--- src/rtl/pipe_pkg.sv ---
// Shared sizing helpers for the elastic buffer: pointer/count widths and the
// power-of-two depth check used at elaboration.
package pipe_pkg;

  // Index bits only; the pointer register carries one extra wrap bit.
  function automatic int ptr_width(input int depth);
    return $clog2(depth);
  endfunction

  // Occupancy 0..DEPTH needs one bit more than the index.
  function automatic int count_width(input int depth);
    return $clog2(depth) + 1;
  endfunction

  function automatic bit is_pow2(input int depth);
    return (depth >= 2) && ((depth & (depth - 1)) == 0);
  endfunction

endpackage

--- src/rtl/pipe_elastic_ptr.sv ---
// Wrap-bit pointer for the elastic buffer. DEPTH is a power of two, so a plain
// binary increment wraps the index and toggles the top (wrap) bit for free.
module pipe_elastic_ptr
  import pipe_pkg::*;
#(
  parameter int DEPTH = 4,
  localparam int PW = ptr_width(DEPTH)
) (
  input  logic        clk,
  input  logic        rst_n,
  input  logic        clear,
  input  logic        inc,
  output logic [PW:0] value
);

  always_ff @(posedge clk or negedge rst_n) begin
    if (!rst_n) begin
      value <= '0;
    end else if (clear) begin
      value <= '0;
    end else if (inc) begin
      value <= value + 1'b1;
    end
  end

endmodule

--- src/rtl/pipe_elastic.sv ---
// DEPTH-entry show-ahead elastic buffer with registered o_want, occupancy and
// almost-full. Define PIPE_ELASTIC_BYPASS_EN for zero-latency fall-through when empty.
module pipe_elastic
  import pipe_pkg::*;
#(
  parameter int WIDTH     = 32,
  parameter int DEPTH     = 4,
  parameter int AF_THRESH = DEPTH - 1,
  localparam int CW = count_width(DEPTH)
) (
  input  logic             i_clk,
  input  logic             i_reset_n,
  input  logic [WIDTH-1:0] i_in,
  input  logic             i_have,
  output logic             o_want,
  output logic [WIDTH-1:0] o_out,
  output logic             o_have,
  input  logic             i_want,
  input  logic             i_flush,
  output logic [CW-1:0]    o_count,
  output logic             o_almost_full
);

  localparam int PW = ptr_width(DEPTH);

  if (!is_pow2(DEPTH)) begin : g_bad_depth
    $error("pipe_elastic: DEPTH must be a power of two >= 2");
  end
  if (AF_THRESH < 1 || AF_THRESH > DEPTH) begin : g_bad_thresh
    $error("pipe_elastic: AF_THRESH must be in 1..DEPTH");
  end

  // Handshake: a beat moves on an edge only when its have and want are both
  // high; have without want is a stall and the beat must be held stable.

  logic [WIDTH-1:0] mem [DEPTH];
  logic [PW:0]      wr_ptr, rd_ptr;
  logic [CW-1:0]    count_q, count_next;
  logic             want_q, af_q;
  logic             empty, fall_through;
  logic             push, pop, wr_en, rd_en;

  assign empty = (wr_ptr == rd_ptr);

`ifdef PIPE_ELASTIC_BYPASS_EN
  assign fall_through = empty && i_have && want_q && !i_flush;
`else
  assign fall_through = 1'b0;
`endif

  assign o_have = !empty || fall_through;
  assign o_out  = fall_through ? i_in : mem[rd_ptr[PW-1:0]];
  assign o_want = want_q;
  assign o_count = count_q;
  assign o_almost_full = af_q;

  assign push = i_have && want_q;
  assign pop  = o_have && i_want;
  // A fall-through beat consumed the same cycle never touches storage.
  assign wr_en = push && !(fall_through && i_want) && !i_flush;
  assign rd_en = pop && !empty && !i_flush;

  always_comb begin
    count_next = count_q;
    if (i_flush) begin
      count_next = '0;
    end else begin
      count_next = count_q + CW'(wr_en) - CW'(rd_en);
    end
  end

  pipe_elastic_ptr #(.DEPTH(DEPTH)) u_wr_ptr (
    .clk   (i_clk),
    .rst_n (i_reset_n),
    .clear (i_flush),
    .inc   (wr_en),
    .value (wr_ptr)
  );

  pipe_elastic_ptr #(.DEPTH(DEPTH)) u_rd_ptr (
    .clk   (i_clk),
    .rst_n (i_reset_n),
    .clear (i_flush),
    .inc   (rd_en),
    .value (rd_ptr)
  );

  always_ff @(posedge i_clk or negedge i_reset_n) begin
    if (!i_reset_n) begin
      count_q <= '0;
      want_q  <= 1'b0;
      af_q    <= 1'b0;
    end else begin
      count_q <= count_next;
      want_q  <= (count_next < CW'(DEPTH));
      af_q    <= (count_next >= CW'(AF_THRESH));
    end
  end

  // Storage is deliberately left unreset; only the pointers define validity.
  always_ff @(posedge i_clk) begin
    if (wr_en) begin
      mem[wr_ptr[PW-1:0]] <= i_in;
    end
  end

endmodule

--- config.mk ---
export PLATFORM = sky130hd
export DESIGN_NAME = pipe_elastic
export DESIGN_NICKNAME = d
export VERILOG_FILES = /design/src/rtl/pipe_pkg.sv /design/src/rtl/pipe_elastic_ptr.sv /design/src/rtl/pipe_elastic.sv
export SDC_FILE = /design/constraint.sdc
export NUM_CORES = 1
export LEC_CHECK = 0
export ABC_AREA = 1
export BUFFER_PORTS_ARGS = -buffer_cell sky130_fd_sc_hd__buf_2
export CAP_MARGIN = 15
export CORE_MARGIN = 10
export CORE_UTILIZATION = 36
export CTS_CLUSTER_DIAMETER = 120
export CTS_CLUSTER_SIZE = 30
export DETAILED_ROUTE_END_ITERATION = 7
export MAX_ROUTING_LAYER = met4
export PLACE_DENSITY = 0.57
export SLEW_MARGIN = 10
export SYNTH_ARGS = -nofsm -noshare
export SYNTH_HDL_FRONTEND = slang
export SYNTH_SLANG_ARGS = --single-unit
--- constraint.sdc ---
create_clock -name i_clk -period 5.3 [get_ports i_clk]
set_clock_uncertainty 0.1 [all_clocks]
set_input_delay 0 -clock i_clk [delete_from_list [all_inputs] [get_ports i_clk]]
set_output_delay 0 -clock i_clk [all_outputs]
set_load 0.005 [all_outputs]
---- Word level (Yosys, flattened, before mapping) ----
Memory sizes are Yosys's and may differ from the RTL's.
Index checks and enable logic that the tools add are counted.
storage, ports and cells
  bits in registers ....................... 11
  latch bits .............................. 0
  bits in writable memories ............... 128
  ROM bits ................................ 0
  input bits .............................. 37
  output and inout port bits .............. 38
  word-level logic and storage cells ...... 29
  memories kept ........................... 1
memory list
  memory  words  width  read ports  clocked after memory_dff  write ports  RTL line            source
  mem     4      32     1           0                         1            pipe_elastic.sv:36  logic [WIDTH-1:0] mem [DEPTH];
cells by class
  add/sub/neg operators ................... 4
  multipliers ............................. 0
  divide/modulo/power cells ............... 0
  magnitude comparators ................... 2
  equality and inequality tests ........... 1
  shifts and indexed selects .............. 0
  mux-type cells .......................... 7
  bitwise operators ....................... 0
  reduce and logical (&&, ||, !) cells .... 9
operators by type and width
  cell                                                 count
  2-to-1 mux 3 bit                                     5
  adder 3 x 1 -> 3 bit, second input constant          2
  logical AND 1 bit                                    5
  nonzero test 2 bit                                   2
  adder 3 x 1 -> 3 bit                                 1
  == test 3 bit                                        1
  >= comparator 3 x 2 -> 1 bit, second input constant  1
  less-than comparator 3 bit, second input constant    1
  subtractor 3 x 1 -> 3 bit                            1
  logical NOT 1 bit                                    2
  2-to-1 mux 1 bit                                     2

---- Longest topological paths before layout ----
  word-level depth ........................ 8
  mapped depth ............................ 17
  mapped depth without buffers ............ 17

---- By module ----
From an unflattened synthesis, not the netlist that was laid out.
second synthesis, totals
  cell total of the unflattened synthesis .. 392
  area total of the unflattened synthesis .. 5,362.6 µm²
modules (own cells, without submodules)
  module            times used  cells each  area an instance (µm²)  sequential area each (µm²)
  pipe_elastic      1           358         5,077.4                 3,968.8
  pipe_elastic_ptr  2           17          142.6                   75.1

---- Least setup slack after synthesis ----
No wires, ideal clock.
  path type ............................... register to register
  from .................................... register u_wr_ptr.value[1]
  to ...................................... memory mem[3][0], enable pin
  library setup time ...................... 0.421 ns
  arrival time ............................ 2.124 ns
  data required time ...................... 4.779 ns
  path slack .............................. 2.655 ns
  stages on the path, launching flop included .. 4
  path buffers ............................ 0
  clock period less this slack ............ 2.645 ns
  cells stage by stage .................... dfrtp_1 ha_1 nand3_1 nor2_1
RTL lines
  item                    RTL line                source
  start, declared         pipe_elastic_ptr.sv:13  output logic [PW:0] value
  start signal, assigned  pipe_elastic_ptr.sv:22  value <= value + 1'b1;
  end, declared           pipe_elastic.sv:36
No word-level cell before the write port.

---- Final worst setup path ----
  from .................................... register u_rd_ptr.value[0]
  to ...................................... register af_q, in the netlist o_almost_full
between the ends
  cells in the longest elaborated chain, start to end .. 8
ends and longest elaborated chain
  item                              RTL line                                source
  start, declared                   pipe_elastic_ptr.sv:13
  start signal, assigned            pipe_elastic_ptr.sv:22
  == test 3 bit *                   pipe_elastic.sv:43                      assign empty = (wr_ptr == rd_ptr);
  logical NOT 1 bit *               pipe_elastic.sv:51, pipe_elastic.sv:61
  logical AND 1 bit                 pipe_elastic.sv:58                      assign pop = o_have && i_want;
  logical AND 1 bit * (2 in a row)  pipe_elastic.sv:61                      assign rd_en = pop && !empty && !i_flush;
  subtractor 3 x 1 -> 3 bit *       pipe_elastic.sv:68                      count_next = count_q + CW'(wr_en) - CW'(rd_en);
  2-to-1 mux 3 bit *                pipe_elastic.sv:65                      if (i_flush) begin
  net count_next[2]                 pipe_elastic.sv:38                      logic [CW-1:0] count_q, count_next;
  >= comparator 3 x 2 -> 1 bit *    pipe_elastic.sv:96                      af_q <= (count_next >= CW'(AF_THRESH));
  end signal, assigned              pipe_elastic.sv:96
  end, declared                     pipe_elastic.sv:39                      logic want_q, af_q;
Mark *: on every way through the listed nets, which the timed path passes. The rest lies on a longest branch.
A chain may end at the register's enable or synchronous reset.

==> metrics.md <==
| Metric | Value |
|---|---|
| Outcome | `completed` |
| Cell taking the most area after synthesis | `edfxtp_1` |
| Startpoint class of the critical path | `flop` |
| Initial DRC Count | `195` |
| Cells after Synth | `387` |
| Count leader, synth | `edfxtp_1` |
| Synthesized flop and latch total | `139` |
| # DRC | `0` |
| Area grow syn2layout | `28.51%` |
| Die ar. | `20320 um^2` |
| # H-tree levels | `4` |
| Synth cell types | `24` |
| DRT antenna net count | `0` |
| Ys async rst share | `7.914%` |
| Rows | `44` |
| Core ar. | `14640 um^2` |
| Area contributors post-synth | `edfxtp_1 (71%), dfrtp_1 (5.1%), nor2_1 (5.1%)` |
| Layout cell share with drive strength beyond 1 | `23.63%` |
| Placer Congestion | `0.7509` |
| Synthesized net count | `432` |
| 1st-pass router iterations | `4` |
| Die Y | `142.6 um` |
| Longest Clk Path Bufs | `2` |
| Yosys top cell area share | `71.08%` |
| Ys flop type | `edfxtp_1` |
| First-pass GRT wire length | `18470 um` |
| Clk_lat worst skew | `0.41 ns` |
| Post-CTS setup buffers | `0` |
| Die Width | `142.6 um` |
| Initial Util | `36.93%` |
| Fill count | `1296` |
| Vias | `3341` |
| Mapped Avg Cell Area | `13.97 um^2` |
| CTS Root Cell | `clkbuf_16` |
| Final WL | `11590 um` |
| Largest net degree at the start of global routing | `66` |
| Post-detail-place hpwl | `6713 um` |
| Crit path capture type | `flop` |
| CP Max Fanout | `31` |
| Worst Path Arrival | `2.80 ns` |
| Unrepaired setup endpoints after global routing | `false` |
| TNS Setup | `0 ns` |
| Min Tclk post-route | `2.548 ns` |
| Rel. slew slack | `26.97%` |
| Worst Max-Slew Pin Slew | `1.093 ns` |
| DR WL/cell | `16.66 um` |
| Worst IR Drop VDD | `0.2168 mV` |
| Static Leak | `2.563 nW` |
| # Max-Cap Violations | `0` |
| Vias in the first global route | `3411` |
| Fin. max-slew vios | `0` |
| Initial antenna violation count | `0` |
| Final Util | `47.45%` |
| Cell area after synthesis | `5408 um^2` |
| Fin crit share | `48.07%` |
| Antenna diode count | `0` |
| Setup violators final | `0` |
| Vias per inst | `4.800` |
| Clk sinks | `139` |
| Total of warnings raised by yosys | `0` |
| Post-CTS resize count | `0` |
| TritonCTS Buffers | `17` |
| Hold Slack | `0.2324 ns` |
| Critical path data required time | `5.55 ns` |
| GR Util All Layers | `12.39%` |
| Grt total ovfl | `0` |
| Post-synth EDFFs | `128` |
| IO Port Bufs | `74` |
| Nets | `544` |
| CTS Hold Buffers Added | `37` |
| Post-synth top cells | `edfxtp_1 (128), nor2_1 (73), o21ai_0 (34), o21ai_1 (33), o22ai_1 (32)` |
| CP Class | `flop to flop` |
| # IOs | `75` |
| Max Clk Rate | `0.3925 GHz` |
| Hold Violations, Final | `0` |
| Clk pin slew, worst setup/hold paths | `0.06 ns` |
| CTS tree | `built` |
| Sequential share of the synthesized area | `76.17%` |
| HP Class | `input port to flop` |
| Pwr dens | `456.5 nW/um^2` |
==> routing by layer <==
layer  vias to the layer above  track usage (%)  part of all wire, %
li1                       1648                -                    -
met1                      1594            14.69                   43
met2                        79            19.00                   50
met3                        20            3.605                  4.5
met4                         0            6.080                  2.2
met5                         -                -                    0
==> per-stage QoR <==
step,std cells,total power [mW],worst slack (ns),area (um^2)
final,696,3.172,2.752,6949
after global routing,696,3.339,2.435,6949
after CTS,696,3.221,2.736,6949
after detailed placement,627,1.945,2.752,5948
after global placement,627,1.930,2.803,5948
after floorplan,387,1.697,2.655,5408
==> registers in the layout (all words and copies together) (netlist names) <==
register / flops
u_wr_ptr.value: 3
u_rd_ptr.value: 3
o_count: 3
o_almost_full: 1
mem: 128
o_want: 1
==> critical path, stage by stage, from the launching register on <==
cell	delay [ns]
dfrtp_2	0.71
inv_2	0.07
nand2_1	0.09
nand2_2	0.06
nand3_4	0.11
nand2_4	0.06
nor2_1	0.10
ha_1	0.23
inv_1	0.05
ha_1	0.12
inv_1	0.04
fa_1	0.36
inv_1	0.08
nor2_1	0.04
nor2_1	0.16
inv_2	0.05
nand2_1	0.06
==> cells in the final DEF, fill, tap and decap left out, types with 2 or more instances in the layout <==
master | synthesis | routed
nand4_1 | 3 | 3
nand2_1 | 12 | 12
nor2_4 | 0 | 4
o22ai_1 | 32 | 32
o21ai_1 | 33 | 33
nor2_1 | 73 | 69
inv_1 | 12 | 12
nand2_2 | 2 | 2
dfrtp_1 | 11 | 10
clkbuf_16 | 0 | 17
nand3_1 | 7 | 7
inv_2 | 4 | 4
o21ai_0 | 34 | 34
clkinvlp_4 | 0 | 2
edfxtp_1 | 128 | 128
ha_1 | 7 | 7
bufinv_16 | 0 | 5
buf_2 | 16 | 74
clkinv_2 | 0 | 4
clkinv_1 | 0 | 2
dlygate4sd3_1 | 0 | 37
buf_4 | 3 | 4
==> power breakdown <==
| part | total, mW | switching [mW] | internal (mW) | leakage [nW] |
|---|---|---|---|---|
| registers | 1.33 | 0.0489 | 1.28 | 1.30 |
| clock network | 1.25 | 0.422 | 0.827 | 0.305 |
| logic | 0.595 | 0.365 | 0.230 | 0.955 |
| total | 3.17 | 0.836 | 2.34 | 2.56 |
==> cell families (layout without fill, tap and decap cells) <==
group                      Yosys count  count (layout)  synth area share [%]
DFF                                139             139                 76.17
AOI/OAI and AO/OA                  100             100                 9.995
and+or+nand+nor                     99              99                 7.658
buffers and inverters               38             163                 3.355
adders and majority gates            8               8                 1.990
xor gates and xnor gates             3               3                0.8331
==> path summary, 6_finish.rpt <==
path / startpoint / end / slack (ns) / cells after the start
max: u_rd_ptr.value[0] / o_almost_full / 2.75 / 16
max in group asynchronous: i_reset_n / u_rd_ptr.value[0] / 4.19 / 3
min in group asynchronous: i_reset_n / o_count[0] / 0.53 / 3
min: i_in[23] / mem[1][23] / 0.23 / 2
min reg2reg: u_wr_ptr.value[2] / u_wr_ptr.value[2] / 0.47 / 2
max reg2reg: u_rd_ptr.value[0] / o_almost_full / 2.75 / 16
==> layout make-up <==
class | count | area (um^2) | share of cell area [%]
clock inverters | 14 | 201.4 | 2.899
clock buffers | 18 | 429.2 | 6.176
multi-input cells | 210 | 1137 | 16.37
flip-flops and latches | 139 | 4120 | 59.29
inverters | 16 | 60.06 | 0.8642
well taps | 184 | 230.2 | 3.313
repair buffers | 115 | 770.7 | 11.09
Note: power is estimated with default switching activity, not from simulation.
